**src/rtl/pif_i2c_master.sv**
```systemverilog
// Wishbone initiator that sequences the EFB I2C2 port as an I2C master: START, 7-bit address,
// N raw data bytes, STOP. Reports NAK/arbitration loss and SR poll timeouts per command.
module pif_i2c_master #(
  parameter logic [7:0]  WB_BASE = 8'h4A,
  parameter logic [9:0]  BR_DIV  = 10'd30,
  parameter logic [15:0] TIMEOUT = 16'd50000
) (
  input  logic       xclk,
  input  logic       sys_rst,
  output logic       wb_cyc_o,
  output logic       wb_stb_o,
  output logic       wb_we_o,
  output logic [7:0] wb_adr_o,
  output logic [7:0] wb_dat_o,
  input  logic [7:0] wb_dat_i,
  input  logic       wb_ack_i,
  input  logic       cmd_valid,
  output logic       cmd_ready,
  input  logic       cmd_rnw,
  input  logic [6:0] cmd_dev,
  input  logic [3:0] cmd_len,
  input  logic [7:0] tx_data,
  output logic       tx_take,
  output logic [7:0] rx_data,
  output logic       rx_valid,
  output logic       done,
  output logic       nak,
  output logic       tmo,
  output logic       busy
);

  localparam logic [7:0] AdrCr   = WB_BASE;
  localparam logic [7:0] AdrCmdr = WB_BASE + 8'd1;
  localparam logic [7:0] AdrBr0  = WB_BASE + 8'd2;
  localparam logic [7:0] AdrBr1  = WB_BASE + 8'd3;
  localparam logic [7:0] AdrTxdr = WB_BASE + 8'd4;
  localparam logic [7:0] AdrSr   = WB_BASE + 8'd5;
  localparam logic [7:0] AdrRxdr = WB_BASE + 8'd7;

  localparam logic [7:0] CmdStartWr = 8'h94;
  localparam logic [7:0] CmdWr      = 8'h14;
  localparam logic [7:0] CmdRd      = 8'h24;
  localparam logic [7:0] CmdRdLast  = 8'h6C;
  localparam logic [7:0] CmdStop    = 8'h44;

  localparam int unsigned SrTrrdy = 2;
  localparam int unsigned SrArbl  = 3;
  localparam int unsigned SrRarc  = 5;
  localparam int unsigned SrBusy  = 6;

  typedef enum logic [4:0] {
    StInitBr0, StInitBr1, StInitCr, StIdle, StAddrTx, StAddrCmd, StPoll, StPollChk,
    StWrData, StWrCmd, StRdCmd, StRdData, StRdDone, StStop, StDone, StWbWr, StWbRd
  } state_e;

  // What a successful SR poll is waiting for.
  typedef enum logic [1:0] {PmWrite, PmRead, PmStop} pmode_e;

  state_e      state_q;
  state_e      ret_q;
  pmode_e      pmode_q;
  logic        rnw_q;
  logic [6:0]  dev_q;
  logic [3:0]  cnt_q;
  logic [7:0]  rdat_q;
  logic [15:0] tmo_cnt_q;
  logic        polling;
  logic        timed_out;

  // The SR read issued from a poll loop counts towards that loop's budget.
  assign polling   = (state_q == StPoll) || (state_q == StPollChk) ||
                     ((state_q == StWbRd) && (ret_q == StPollChk));
  assign timed_out = (tmo_cnt_q >= TIMEOUT);

  always_ff @(posedge xclk or negedge sys_rst) begin
    if (!sys_rst) begin
      state_q   <= StInitBr0;
      ret_q     <= StInitBr0;
      pmode_q   <= PmWrite;
      rnw_q     <= 1'b0;
      dev_q     <= 7'd0;
      cnt_q     <= 4'd0;
      rdat_q    <= 8'd0;
      tmo_cnt_q <= 16'd0;
      wb_cyc_o  <= 1'b0;
      wb_stb_o  <= 1'b0;
      wb_we_o   <= 1'b0;
      wb_adr_o  <= 8'd0;
      wb_dat_o  <= 8'd0;
      cmd_ready <= 1'b0;
      tx_take   <= 1'b0;
      rx_data   <= 8'd0;
      rx_valid  <= 1'b0;
      done      <= 1'b0;
      nak       <= 1'b0;
      tmo       <= 1'b0;
      busy      <= 1'b0;
    end else begin
      tx_take  <= 1'b0;
      rx_valid <= 1'b0;
      done     <= 1'b0;
      if (polling && !timed_out) begin
        tmo_cnt_q <= tmo_cnt_q + 16'd1;
      end

      unique case (state_q)
        StInitBr0: begin
          busy     <= 1'b1;
          wb_cyc_o <= 1'b1;
          wb_stb_o <= 1'b1;
          wb_we_o  <= 1'b1;
          wb_adr_o <= AdrBr0;
          wb_dat_o <= BR_DIV[7:0];
          ret_q    <= StInitBr1;
          state_q  <= StWbWr;
        end
        StInitBr1: begin
          wb_cyc_o <= 1'b1;
          wb_stb_o <= 1'b1;
          wb_we_o  <= 1'b1;
          wb_adr_o <= AdrBr1;
          wb_dat_o <= {6'd0, BR_DIV[9:8]};
          ret_q    <= StInitCr;
          state_q  <= StWbWr;
        end
        StInitCr: begin
          wb_cyc_o <= 1'b1;
          wb_stb_o <= 1'b1;
          wb_we_o  <= 1'b1;
          wb_adr_o <= AdrCr;
          wb_dat_o <= 8'h80;
          ret_q    <= StIdle;
          state_q  <= StWbWr;
        end
        StIdle: begin
          if (cmd_valid) begin
            rnw_q     <= cmd_rnw;
            dev_q     <= cmd_dev;
            cnt_q     <= cmd_len;
            nak       <= 1'b0;
            tmo       <= 1'b0;
            cmd_ready <= 1'b0;
            busy      <= 1'b1;
            state_q   <= StAddrTx;
          end
        end
        StAddrTx: begin
          wb_cyc_o <= 1'b1;
          wb_stb_o <= 1'b1;
          wb_we_o  <= 1'b1;
          wb_adr_o <= AdrTxdr;
          wb_dat_o <= {dev_q, rnw_q};
          ret_q    <= StAddrCmd;
          state_q  <= StWbWr;
        end
        StAddrCmd: begin
          wb_cyc_o  <= 1'b1;
          wb_stb_o  <= 1'b1;
          wb_we_o   <= 1'b1;
          wb_adr_o  <= AdrCmdr;
          wb_dat_o  <= CmdStartWr;
          pmode_q   <= PmWrite;
          tmo_cnt_q <= 16'd0;
          ret_q     <= StPoll;
          state_q   <= StWbWr;
        end
        StPoll: begin
          wb_cyc_o <= 1'b1;
          wb_stb_o <= 1'b1;
          wb_we_o  <= 1'b0;
          wb_adr_o <= AdrSr;
          ret_q    <= StPollChk;
          state_q  <= StWbRd;
        end
        StPollChk: begin
          unique case (pmode_q)
            PmStop: begin
              if (!rdat_q[SrBusy]) begin
                state_q <= StDone;
              end else if (timed_out) begin
                tmo     <= 1'b1;
                state_q <= StDone;
              end else begin
                state_q <= StPoll;
              end
            end
            PmWrite: begin
              if (rdat_q[SrArbl] || (rdat_q[SrTrrdy] && rdat_q[SrRarc])) begin
                nak     <= 1'b1;
                state_q <= StStop;
              end else if (rdat_q[SrTrrdy]) begin
                // The address phase is a write phase for reads too.
                state_q <= rnw_q ? StRdCmd : StWrData;
              end else if (timed_out) begin
                tmo     <= 1'b1;
                state_q <= StStop;
              end else begin
                state_q <= StPoll;
              end
            end
            default: begin
              if (rdat_q[SrArbl]) begin
                nak     <= 1'b1;
                state_q <= StStop;
              end else if (rdat_q[SrTrrdy]) begin
                state_q <= StRdData;
              end else if (timed_out) begin
                tmo     <= 1'b1;
                state_q <= StStop;
              end else begin
                state_q <= StPoll;
              end
            end
          endcase
        end
        StWrData: begin
          if (cnt_q == 4'd0) begin
            state_q <= StStop;
          end else begin
            tx_take  <= 1'b1;
            wb_cyc_o <= 1'b1;
            wb_stb_o <= 1'b1;
            wb_we_o  <= 1'b1;
            wb_adr_o <= AdrTxdr;
            wb_dat_o <= tx_data;
            cnt_q    <= cnt_q - 4'd1;
            ret_q    <= StWrCmd;
            state_q  <= StWbWr;
          end
        end
        StWrCmd: begin
          wb_cyc_o  <= 1'b1;
          wb_stb_o  <= 1'b1;
          wb_we_o   <= 1'b1;
          wb_adr_o  <= AdrCmdr;
          wb_dat_o  <= CmdWr;
          pmode_q   <= PmWrite;
          tmo_cnt_q <= 16'd0;
          ret_q     <= StPoll;
          state_q   <= StWbWr;
        end
        StRdCmd: begin
          if (cnt_q == 4'd0) begin
            state_q <= StStop;
          end else begin
            wb_cyc_o  <= 1'b1;
            wb_stb_o  <= 1'b1;
            wb_we_o   <= 1'b1;
            wb_adr_o  <= AdrCmdr;
            // The last byte is NAKed and followed by STOP in the same command.
            wb_dat_o  <= (cnt_q == 4'd1) ? CmdRdLast : CmdRd;
            pmode_q   <= PmRead;
            tmo_cnt_q <= 16'd0;
            ret_q     <= StPoll;
            state_q   <= StWbWr;
          end
        end
        StRdData: begin
          wb_cyc_o <= 1'b1;
          wb_stb_o <= 1'b1;
          wb_we_o  <= 1'b0;
          wb_adr_o <= AdrRxdr;
          ret_q    <= StRdDone;
          state_q  <= StWbRd;
        end
        StRdDone: begin
          rx_valid <= 1'b1;
          rx_data  <= rdat_q;
          cnt_q    <= cnt_q - 4'd1;
          state_q  <= (cnt_q == 4'd1) ? StDone : StRdCmd;
        end
        StStop: begin
          wb_cyc_o  <= 1'b1;
          wb_stb_o  <= 1'b1;
          wb_we_o   <= 1'b1;
          wb_adr_o  <= AdrCmdr;
          wb_dat_o  <= CmdStop;
          pmode_q   <= PmStop;
          tmo_cnt_q <= 16'd0;
          ret_q     <= StPoll;
          state_q   <= StWbWr;
        end
        StDone: begin
          done      <= 1'b1;
          cmd_ready <= 1'b1;
          busy      <= 1'b0;
          state_q   <= StIdle;
        end
        StWbWr: begin
          if (wb_ack_i) begin
            wb_cyc_o <= 1'b0;
            wb_stb_o <= 1'b0;
            wb_we_o  <= 1'b0;
            state_q  <= ret_q;
            if (ret_q == StIdle) begin
              cmd_ready <= 1'b1;
              busy      <= 1'b0;
            end
          end
        end
        StWbRd: begin
          if (wb_ack_i) begin
            wb_cyc_o <= 1'b0;
            wb_stb_o <= 1'b0;
            rdat_q   <= wb_dat_i;
            state_q  <= ret_q;
          end
        end
        default: state_q <= StInitBr0;
      endcase
    end
  end

endmodule

```
**config.mk**
```make
export PLATFORM = sky130hd
export DESIGN_NAME = pif_i2c_master
export DESIGN_NICKNAME = d
export VERILOG_FILES = /design/src/rtl/pif_i2c_master.sv
export SDC_FILE = /design/constraint.sdc
export NUM_CORES = 1
export LEC_CHECK = 0
export ABC_AREA = 1
export CAP_MARGIN = 15
export CORE_MARGIN = 2
export CORE_UTILIZATION = 55
export DETAILED_ROUTE_END_ITERATION = 10
export PLACE_DENSITY = 0.81
export SLEW_MARGIN = 20
export SYNTH_ARGS = -nofsm -noshare
export SYNTH_HDL_FRONTEND = slang
export SYNTH_SLANG_ARGS = --single-unit
```
**constraint.sdc**
```tcl
create_clock -name xclk -period 3.11 [get_ports xclk]
set_input_delay 0.622 -clock xclk [delete_from_list [all_inputs] [get_ports xclk]]
set_output_delay 0.622 -clock xclk [all_outputs]
set_load 0.01 [all_outputs]
```
==> results.cfg <==
[sta]
maxSlewHeadroom_pct = 35.9
finClkSkew_ns = 0.00599
grt_setup_unrepaired = false
final.setup.tns_ns = 0
clock.fmax_mhz = 498
fin_crit_sh_pct = 64.6
max_slew.worst_pin.slew_ns = 0.961
setup_violations = 0
final_hold_viol_count = 0
fin_crit_ns = 2.01
slew_viol_final = 0

[floorplan]
initial_core_util_pct = 56.2
core_um2 = 7690
dieArea_um2 = 8580
die_y_um = 92.6
row_count = 32
io_pins = 66
die_x_um = 92.6

[detailed_routing]
num_vias = 4035
drc = 0
first_pass_iters = 5
viasPerCell = 5.42
drt-wirelength-per-cell_um = 14.4
first_iter_violations = 246
drt_wl_total_mm = 10.8
ant_nets = 0

[global_routing]
grt_pass1_vias = 3872
grt_max_degree = 79
track_usage_pct = 26.4
grt_pass1_wl_mm = 17.9
grt_overflow = 0
grt_antenna_before_repair = 0

[clock_tree]
ctsResizeCount = 0
cts_tree = yes
clkSinkCount = 78
post_cts_buffers = 0
clock_latency_ns = 0.36
clock_tree.root_cell = clkbuf_8
numCtsBuffers = 9
cts_buffer_depth = 2
htreeDepth = 3
clk_pin_slew_worst_paths_ns = 0.08
cts_hold_buf = 0

[layout]
syn_to_final_growth_pct = 20.7
final_cells = 745
diodes = 0
drive_gt1_share_pct = 9.02
final_nets = 676
nFillCells = 660

[synth]
async_flop_share_pct = 100
synth_edf_count = 0
syn-cell-area_um2 = 4320
syn-instance-count = 574
synth_flop_cell = dfrtp_1
syn_area_per_cell_um2 = 7.53
synth-seq-cells = 78
yosysSeqAreaShare_pct = 45.2
yosys_warnings = 0
synth.distinct_cells = 41

[critical_path]
worstSetupPathType = flip-flop to flip-flop
end_kind = flip-flop
cp_cell_sequence = inv_2, nand2_1, nor2_4, nand2_2, nand2_1, inv_2, nor2_1, inv_2, nand2_2, inv_2, o21a_1
start_kind = flip-flop
arrival_ns = 2.27
critPathMostFrequentCell = inv_2
worst_ep_required_time_ns = 3.37
cp_max_fo = 11
crit_slowest_cell = dfrtp_1
path_buf_inv = 4
crit_family = simple AND/OR/NAND/NOR gates
max_stage_delay_ns = 0.41

[pwr]
vdd_ir_drop_max_mv = 0.522
intPower_uw = 2980
comb_power_share_pct = 52.4
clockPowerShare_pct = 15.6
power_density_nw_per_um2 = 1060
p_seq_share_pct = 32.0
power_uw = 5520
p_sw_uw = 2540
switching_share_pct = 46.0
p_leak_uw = 0.00253

[hold_path]
hp-class = input port to async pin

[outcome]
status = complete, no violations

[place]
dp.cells = 730
port_buffers = 63
dp_hpwl_mm = 8.00
gp_congestion = 0.961

[run]
cap_violations = 0
cell usage after synthesis, drive strengths merged (3+ instances only):
cell type	number	area share (%)
nand2	189	17
dfrtp	78	45
inv	70	6.1
nor2	66	6.5
o21ai	47	6.0
nand3	34	4.2
a21oi	23	2.7
buf	9	1.9
xor2	8	1.6
nand4	7	1.4
nor3	7	0.81
o211ai	7	1.2
ha	5	1.4
a31oi	4	0.58
nor3b	3	0.52
final cells by class:
type	instances	area [µm²]	area share, %
flip-flops and latches	78	1950	37.4
well taps	102	128	2.45
repair buffers	63	628	12.0
inverters	71	268	5.13
multi-input cells	416	2020	38.7
clock buffers	10	138	2.64
clock inverters	5	82.6	1.58
registers in the layout, summed over array words and instances (netlist names), 2 cells and up:
name       cells
wb_dat_o       8
tmo_cnt_q     16
wb_adr_o       6
rdat_q         8
cnt_q          4
ret_q          4
rx_data        8
state_q        5
dev_q          7
pmode_q        2
logic make-up after synthesis:
family | after synthesis | share of synthesized area, %
and+or+nand+nor | 308 | 30.7
AOI/OAI and AO/OA | 91 | 12.3
buffers and inverters | 81 | 8.16
DFF | 78 | 45.2
xor gates and xnor gates | 8 | 1.62
adders and majority gates | 5 | 1.45
muxes | 2 | 0.521
other | 1 | 0.0868
path summary, 6_finish.rpt:
check,start,end,slack (ns),cells past startpoint
max in group asynchronous,sys_rst,rx_data[4]$_DFFE_PN0P_,2.08,1
setup reg to reg,state_q[4]$_DFFE_PN0P_,wb_we_o$_DFFE_PN0P_,1.10,11
min in group xclk,wb_adr_o[4]$_DFFE_PN0P_,wb_adr_o[4]$_DFFE_PN0P_,0.48,2
setup / recovery,state_q[4]$_DFFE_PN0P_,wb_we_o$_DFFE_PN0P_,1.10,11
hold / removal,sys_rst,tmo_cnt_q[5]$_DFF_PN0_,0.40,1
hold reg to reg,wb_adr_o[4]$_DFFE_PN0P_,wb_adr_o[4]$_DFFE_PN0P_,0.48,2
routing by layer:
metal  GRT usage (%)  vias up  routed length [µm]
li1                -     1961                   -
met1            33.7     1902                4680
met2            42.8      136                5180
met3            5.37       36                 572
met4            13.2        0                 333
met5               0        -                   0
power by group through the flow:
| stage | Combinational, µW | Clock, µW | Sequential, µW |
|---|---|---|---|
| 2_1_floorplan | 2020 | 0 | 1780 |
| 3_3_place_gp | 2800 | 0 | 1750 |
| 3_5_place_dp | 2870 | 0 | 1770 |
| 4_1_cts | 2880 | 870 | 1760 |
| 5_1_grt | 3250 | 917 | 1810 |
| 6_report | 2890 | 859 | 1770 |
placed cells by master, fill, tap and decap left out, types with 3 or more instances in the layout:
cell	instances
a21oi_1	23
a31oi_1	4
clkbuf_8	10
clkdlybuf4s50_1	62
dfrtp_1	78
ha_1	5
inv_1	58
inv_2	12
nand2_1	180
nand2_2	8
nand3_1	32
nand4_1	6
nor2_1	59
nor2_2	4
nor2_4	3
nor3_1	7
nor3b_1	3
o211ai_1	7
o21ai_0	35
o21ai_1	6
o21ai_2	6
xor2_1	8
stage by stage:
| stage | hold WS (ns) | setup WS, ns | utilization, % | area (µm²) |
|---|---|---|---|---|
| global route | 0.483 | 0.956 | 67.9 | 5220 |
| finish | 0.395 | 1.10 | 67.9 | 5220 |
| CTS | 0.449 | 1.11 | 67.9 | 5220 |
| global placement | 0.451 | 1.12 | 65.0 | 5000 |
| detailed placement | 0.457 | 1.06 | 65.0 | 5000 |
| floorplan | 0.326 | 1.54 | - | 4330 |
No activity file was read; power rests on OpenSTA's default activity.
